$ cat config.mk
export PLATFORM = sky130hd
export DESIGN_NAME = seven_seg_scanner
export DESIGN_NICKNAME = d
export VERILOG_FILES = /design/src/rtl/seven_seg_scanner.sv
export SDC_FILE = /design/constraint.sdc
export NUM_CORES = 1
export LEC_CHECK = 0
export ABC_AREA = 1
export CORE_MARGIN = 8
export CORE_UTILIZATION = 46
export CTS_CLUSTER_DIAMETER = 100
export DETAILED_ROUTE_END_ITERATION = 10
export MAX_ROUTING_LAYER = met4
export PLACE_DENSITY = 0.79
export SETUP_SLACK_MARGIN = 0.2
export SLEW_MARGIN = 20
export SYNTH_ARGS = -nofsm -noshare
export SYNTH_HDL_FRONTEND = slang
export SYNTH_SLANG_ARGS = --single-unit
$ cat constraint.sdc
create_clock -name clk_disp -period 1.5 [get_ports clk_disp]
set_input_delay 0.3 -clock clk_disp [delete_from_list [all_inputs] [get_ports clk_disp]]
set_output_delay 0.3 -clock clk_disp [all_outputs]
set_load 0.05 [all_outputs]
$ cat src/rtl/seven_seg_scanner.sv
// seven_seg_scanner: multiplexed seven-segment digit scanner with PWM dimming, blinking and
// optional leading-zero suppression (define SEVEN_SEG_LZS_EN to enable suppression).
module seven_seg_scanner #(
  parameter int DISPLAY_COUNT = 4,
  parameter int DATA_SIZE = 4,
  parameter int SCAN_DIV = 256,
  parameter int PWM_BITS = 4,
  parameter int BLINK_FRAMES = 50
) (
  input logic clk_disp,
  input logic reset,
  input logic [DATA_SIZE*DISPLAY_COUNT-1:0] values,
  input logic [DISPLAY_COUNT-1:0] display_enable,
  input logic [DISPLAY_COUNT-1:0] dp_in,
  input logic [DISPLAY_COUNT-1:0] blink_mask,
  input logic [PWM_BITS-1:0] brightness,
  output logic [DATA_SIZE-1:0] selected,
  output logic dp_out,
  output logic [DISPLAY_COUNT-1:0] enable,
  output logic [(DISPLAY_COUNT > 1 ? $clog2(DISPLAY_COUNT) : 1)-1:0] digit_idx,
  output logic frame_start
);
  localparam int IW = DISPLAY_COUNT > 1 ? $clog2(DISPLAY_COUNT) : 1;
  localparam int STEP = SCAN_DIV >> PWM_BITS;
  localparam int SW = STEP > 1 ? $clog2(STEP) : 1;
  localparam int FW = BLINK_FRAMES > 1 ? $clog2(BLINK_FRAMES) : 1;
  // The slot counter is kept split as (phase, sub_cnt) so the PWM phase needs no divider.
  logic [SW-1:0] sub_cnt;
  logic [PWM_BITS-1:0] phase;
  logic [FW-1:0] frame_cnt;
  logic blink_phase;
  logic sub_end, slot_end, last, frame_end, lit;
  logic [DISPLAY_COUNT-1:0] supp, lit_mask;
`ifdef SEVEN_SEG_LZS_EN
  logic [DISPLAY_COUNT:0] zero_up;
  assign zero_up[DISPLAY_COUNT] = 1'b1;
  for (genvar g = 0; g < DISPLAY_COUNT; g++) begin : g_lzs
    assign zero_up[g] = ~|values[g*DATA_SIZE +: DATA_SIZE] & zero_up[g+1];
  end
  assign supp = zero_up[DISPLAY_COUNT-1:0] & ~DISPLAY_COUNT'(1);
`else
  assign supp = '0;
`endif
  assign sub_end = sub_cnt == SW'(STEP - 1);
  assign slot_end = sub_end && &phase;
  assign last = digit_idx == IW'(DISPLAY_COUNT - 1);
  assign frame_end = slot_end && last;
  assign lit_mask = display_enable & ~(blink_mask & {DISPLAY_COUNT{blink_phase}}) & ~supp;
  assign lit = lit_mask[digit_idx] && phase <= brightness;
  // Scan counters, blink timing and registered digit drive.
  always_ff @(posedge clk_disp or posedge reset) begin
    if (reset) begin
      sub_cnt <= '0;
      phase <= '0;
      digit_idx <= '0;
      frame_cnt <= '0;
      blink_phase <= 1'b0;
      selected <= '0;
      dp_out <= 1'b0;
      enable <= '1;
      frame_start <= 1'b0;
    end else begin
      sub_cnt <= sub_end ? '0 : sub_cnt + 1'b1;
      if (sub_end) phase <= phase + 1'b1;
      if (slot_end) digit_idx <= last ? '0 : digit_idx + 1'b1;
      if (frame_end) begin
        frame_cnt <= frame_cnt == FW'(BLINK_FRAMES - 1) ? '0 : frame_cnt + 1'b1;
        if (frame_cnt == FW'(BLINK_FRAMES - 1)) blink_phase <= ~blink_phase;
      end
      selected <= values[digit_idx*DATA_SIZE +: DATA_SIZE];
      dp_out <= dp_in[digit_idx] & lit;
      enable <= lit ? ~(DISPLAY_COUNT'(1) << digit_idx) : '1;
      frame_start <= frame_end;
    end
  end
endmodule

# [Word-level counts from Yosys, hierarchy flattened]
# Index checks and enable logic that the tools add are counted.
[totals] wordCells=39 register_bits=27
[op_classes] magnitude_cmp=2 n_mux=8 n_reduce_logical=5 bitwise=6 n_shift=2 add_sub_neg=4 eq_ne=3
[op_table] op="variable part select 16 x 5 -> 4 bit" n=1
[op_table] op="adder 4 x 1 -> 4 bit, second input constant" n=2
[op_table] op="bitwise AND 4 bit" n=2
[op_table] op="2-to-1 mux 4 bit" n=2
[op_table] op="inverter 4 bit" n=2
[op_table] op="adder 6 x 1 -> 6 bit, second input constant" n=1
[op_table] op="== test 6 bit, second input constant" n=1
[op_table] op="2-to-1 mux 6 bit" n=1
[op_table] op="binary-select mux 1 bit (select 2 bit)" n=2
[op_table] op="== test 4 bit, second input constant" n=1
[op_table] op="less-or-equal comparator 4 bit" n=1
[op_table] op="AND reduction 4 bit" n=1
[op_table] op="<< shifter 1 x 2 -> 4 bit, first input constant" n=1
[op_table] op="logical AND 1 bit" n=3
[op_table] op="less-than comparator 2 x 3 -> 1 bit, second input constant" n=1
[op_table] op="adder 2 x 1 -> 2 bit, second input constant" n=1
[op_table] op="== test 2 bit, second input constant" n=1
[op_table] op="2-to-1 mux 1 bit" n=2
[op_table] op="2-to-1 mux 2 bit" n=1
[op_table] op="AND reduction 2 bit" n=1
[op_table] op="bitwise AND 1 bit" n=1
[op_table] op="inverter 1 bit" n=1

# [Logic depth before layout (Yosys ltp)]
[depth] word_depth=7 ltp_mapped=10

# [Worst setup path after synthesis]
# OpenSTA, ideal clock, no wires.
[synth_path] path_type="register -> register" start="register digit_idx[1] in the netlist's numbering" end="register frame_cnt[4]" period_less_slack_ps=1611 setup_ps=83 t_arrival_ps=1529 path_slack_ps=-111 path_stages_with_launch=6 t_required_ps=1417 path_buffers=0 path_cell_list="dfrtp_1 -> ha_1 -> inv_1 -> nor3_4 -> nand3_1 -> o21ai_0"
[synth_between] elab_chain_cells=2
[synth_lines] element="from (decl)" line="20" text="output logic [(DISPLAY_COUNT > 1 ? $clog2(DISPLAY_COUNT) : 1)-1:0] digit_idx,"
[synth_lines] element="from (signal assigned)" line="65" text="if (slot_end) digit_idx <= last ? '0 : digit_idx + 1'b1;"
[synth_lines] element="== test 2 bit" line="46" text="assign last = digit_idx == IW'(DISPLAY_COUNT - 1);"
[synth_lines] element="logical AND 1 bit" line="47" text="assign frame_end = slot_end && last;"
[synth_lines] element="via frame_end" line="32" text="logic sub_end, slot_end, last, frame_end, lit;"
[synth_lines] element="to (signal assigned)" line="67" text="frame_cnt <= frame_cnt == FW'(BLINK_FRAMES - 1) ? '0 : frame_cnt + 1'b1;"
[synth_lines] element="to (decl)" line="30" text="logic [FW-1:0] frame_cnt;"
# The timed path passes the listed nets, and every way through them passes these cells.
# A chain may end at the register's enable or synchronous reset.

# [Worst setup path after layout]
[layout_path] start="register digit_idx[1] in the netlist's numbering" end="output digit_idx[1] in the netlist's numbering"
# No word-level cell between the ends.

==> flow_results.org <==
** Synth
- Top cells by instance count after synthesis :: sky130_fd_sc_hd__nand2_1, sky130_fd_sc_hd__dfrtp_1, sky130_fd_sc_hd__inv_1, sky130_fd_sc_hd__nand3_1, sky130_fd_sc_hd__o21ai_0
- Post-synthesis adder-cell area fraction :: 10.4%
- Number of synthesized register bits :: 27
- Synthesis instantiated 20 different standard cells from the library.
- In the synthesized netlist the async set-or-reset flop fraction comes to 100%.
- The synthesized netlist devotes 9.24% of its cell area to compound gates.
- In the post-synthesis netlist, the cell with the most instances is sky130_fd_sc_hd__nand2_1.
- In the synthesized netlist the dominant register cell turns out to be sky130_fd_sc_hd__dfrtp_1.
- Number of enable-type register cells in the synthesized netlist :: 0
- By area, the combinational part of the netlist is dominated by simple AND/OR/NAND/NOR gates.
- Number of warning messages in the yosys log :: 0
- Synthesized instance count :: 163
- Area share of and/or/nand/nor cells after synthesis :: 22.7%
- Largest area contributor in the synthesized netlist :: sky130_fd_sc_hd__dfrtp_1
- Sequential fraction of the synthesis area :: 47.0%
- Post-Syn Nets :: 209
- Summed over its instances, the top area cell type makes up 39.7% of the synthesized netlist area.
- Summing the areas of all xor and xnor instances in the mapped netlist gives 4.84% of the synthesized area.
- Main area contributors after synthesis :: sky130_fd_sc_hd__dfrtp_1, sky130_fd_sc_hd__ha_1, sky130_fd_sc_hd__dfstp_2, sky130_fd_sc_hd__nand3_1, sky130_fd_sc_hd__nand2_1
- Synthesized area :: 1450 um2
- The portion of synthesized area spent on multiplexers is 0%.
- Dividing the synthesized area by the synthesized cell count gives 8.89 um2.

** STA
- The clock period could shrink to 1.38 ns.
- Final number of hold-violating endpoints :: 0
- Setup repair after global routing missed its margin :: true
- Achievable frequency :: 725 MHz
- In the finished design, the share of the clock period the worst path needs comes to 92.0%.
- At the pin with the least slew margin, the transition time is 0.293 ns.
- Rel. slew slack :: 80.4%
- On the final layout, the worst hold slack is 0.238 ns.
- The max-slew violation total from the final report is 0.
- Final setup TNS :: 0 ns
- Across the routed clock network, the largest skew measured is 0.00681 ns.
- Setup violations remaining at the end of the flow were counted as 0.

** Finish
- Excluding fillers, the count of instances in the completed layout stands at 270.
- At the end of the flow, the number of nets in the layout was 273.
- Counting the fill cells in the layout gives 196.
- In the final layout, the multi-input gates occupy 761 um2.
- Ratio of cells with drive above 1 in the final layout :: 23.9%
- The repair_antennas step left the layout with diodes totalling 0.
- In the final layout, flip-flops and latches occupy 686 um2.
- Area overhead of the layout relative to synthesis :: 60.5%

** Setup path
- Arrival time of the worst setup path :: 1.08 ns
- Startpoint Class :: flip-flop
- In this run the register-to-register setup slack is 0.14 ns.
- Critical path class :: reg -> out
- Slowest cell on crit path :: sky130_fd_sc_hd__dfrtp_4
- Along the worst path, the maximum fanout reaches 8.
- Grouping stages by cell kind, the critical path spends the most delay in flip-flops.
- STA classifies the critical path endpoint as an output port.
- Data on the critical path is required at its endpoint by 1.20 ns.
- Delay contributed by the slowest stage of the critical path :: 0.57 ns
- Reg2Reg Depth :: 8
- Together, buffers and inverters on the worst path number 1.
- The worst register-to-register path ends at enable[3]$_DFF_PP1_.
- Walking the worst path, the cells encountered are buf_12.
- The startpoint identified for the worst register-to-register timing path is phase[1]$_DFFE_PP0N_.

** Power
- The analysis attributes to cell leakage a power of 0.00107 uW.
- Relative contribution of the clock network to total power :: 25.5%
- Internal :: 970 uW
- Fraction of power consumed by combinational cells :: 16.5%
- Power comes to 1290 uW.
- For this design the total switching power over the nets is 317 uW.
- Power per cell area :: 553 nW/um2
- Worst voltage drop across the vdd grid :: 0.329 mV
- Fraction of power spent switching nets :: 24.6%
- Sequential share of power :: 58.1%

** CTS
- The clock passes through at most 2 buffers.
- Clock sinks :: 27
- In this run the clock root is driven by a sky130_fd_sc_hd__clkbuf_4.
- CTS built an H-tree with a depth of 1.
- Number of buffers created by CTS :: 3
- CTS tree :: yes
- Hold buffer count at cts :: 0
- Clock latency on the worst-skew pair, taken at its later pin, is 0.34 ns.
- Clock-pin transition on the worst setup and hold timing paths :: 0.15 ns

** Min path
- The min-delay analysis places its worst path in the category in -> async.

** Placement
- Routability-driven placement finished with a final weighted congestion of 0.790.
- Including well taps, the total number of placed cells is 253.
- HPWL Detailed :: 3010 um
- IO Port Bufs :: 45

** Global route
- For this run the aggregate overflow at the end of global routing stands at 0.
- Number of antenna violations at the first check in global routing :: 0
- Global-route wire length before repair :: 6960 um
- Number of global-route vias before repair :: 1513
- Entering global routing, the biggest net connects 21 pins.
- In the global route stage, overall resource usage came out at 17.6%.

** Drt
- Count of vias placed by the detailed router :: 1375
- For this block, the initial DRC count from the detailed router was 91.
- In the final routed layout, each cell accounts on average for 15.5 um.
- Final WL :: 4180 um
- Using the TritonRoute via totals, the vias-per-cell ratio works out to 5.09.
- For this run, design rule violations remaining after detail routing come to 0.
- The first detailed-routing pass took 5 iterations.
- Post-route ant nets :: 0

** Run
- Max-cap viol count :: 0

** Die
- From left edge to right edge, the die measures 72.1 um.
- The region available for standard cell placement spans 3030 um2.
- During I/O placement, the number of pins put on the boundary was 46.
- Standard-cell rows :: 20
- The die covers 5200 um2.
- For this configuration, the core starts out at a cell density of 47.9%.
- Y dimension of the die :: 72.1 um

** Status
- Run status :: completed
-- registers in the layout, summed over array words and instances, names as in the netlist --
register and cells:
phase 4, dp_out 1, digit_idx 2, blink_phase 1, sub_cnt 4, frame_start 1, frame_cnt 6, selected 4
enable 4
-- metal layers --
layer | GRT usage, % | up-vias | share of wire, %
li1 | - | 663 | -
met1 | 18.0 | 647 | 40
met3 | 4.13 | 9 | 5.3
met2 | 32.1 | 56 | 52
met5 | - | - | 0
met4 | 6.12 | 0 | 2.0
-- worst max-delay path by stage --
stage | slack [ns] | endpoint | start | depth (start not counted)
6_report | 0.12 | digit_idx[1] | digit_idx[1]$_DFFE_PP0N_ | 1
5_1_grt | 0.06 | frame_cnt[1]$_DFFE_PP0P_ | digit_idx[0]$_DFFE_PP0N_ | 7
4_1_cts | 0.13 | digit_idx[1] | digit_idx[1]$_DFFE_PP0N_ | 1
3_5_place_dp | -0.28 | dp_out$_DFF_PP0_ | brightness[3] | 10
3_3_place_gp | -0.15 | dp_out$_DFF_PP0_ | brightness[1] | 10
2_1_floorplan | 0.19 | frame_cnt[0]$_DFFE_PP0P_ | digit_idx[0]$_DFFE_PP0N_ | 5
-- cell usage in the layout, fill, tap and decap left out, types with 4 or more instances in the layout --
cell type,Yosys,layout
sky130_fd_sc_hd__ha_4,0,4
sky130_fd_sc_hd__nor2_1,16,15
sky130_fd_sc_hd__dfrtp_1,23,21
sky130_fd_sc_hd__buf_12,0,13
sky130_fd_sc_hd__o21ai_0,18,17
sky130_fd_sc_hd__nand2_1,26,24
sky130_fd_sc_hd__ha_1,12,7
sky130_fd_sc_hd__clkdlybuf4s50_1,0,32
sky130_fd_sc_hd__buf_4,0,13
sky130_fd_sc_hd__xor2_1,7,7
sky130_fd_sc_hd__o22ai_1,5,5
sky130_fd_sc_hd__nand3_1,20,18
sky130_fd_sc_hd__inv_1,20,17
sky130_fd_sc_hd__dfstp_2,4,4
-- area by class of cell --
type,instances,share of cell area [%]
Multi-Input combinational cell,114,32.7
Timing Repair Buffer,61,30.8
Sequential cell,27,29.5
Inverter,20,3.50
Tap cell,44,2.37
Clock buffer,4,1.13
-- metrics by stage --
step / utilization (%) / instance area, um2 / setup slack (ns)
CTS: 75.5 / 2290 / 0.129
detailed placement: 69.9 / 2120 / -0.283
global route: 76.8 / 2330 / 0.0592
finish: 76.8 / 2330 / 0.120
floorplan: - / 1490 / 0.186
global placement: 69.9 / 2120 / -0.149
-- timing repair --
action                                  4_1_cts  5_1_grt
endpoints found under the setup margin       21       20
setup buffers                                10        3
pin swaps                                    11        6
gates resized for setup                      12        5
hold endpoints to repair                      0        0
-- logic make-up (layout without fill, tap and decap cells) --
group | Yosys count | after routing
adder cells (fa/ha/maj) | 12 | 12
buffers and inverters | 22 | 85
XOR/XNOR | 8 | 8
AND/OR/NAND/NOR | 69 | 69
AO/OA/AOI/OAI | 25 | 25
flip-flops | 27 | 27
-- power groups by stage --
| stage | Combinational, uW | Sequential, uW | Clock (uW) |
|---|---|---|---|
| after floorplan | 35.3 | 787 | 0 |
| after global placement | 200 | 760 | 0 |
| after detailed placement | 207 | 760 | 0 |
| after CTS | 212 | 747 | 319 |
| after global routing | 227 | 748 | 358 |
| final | 212 | 747 | 327 |
Power figures use the tool's default switching activity.
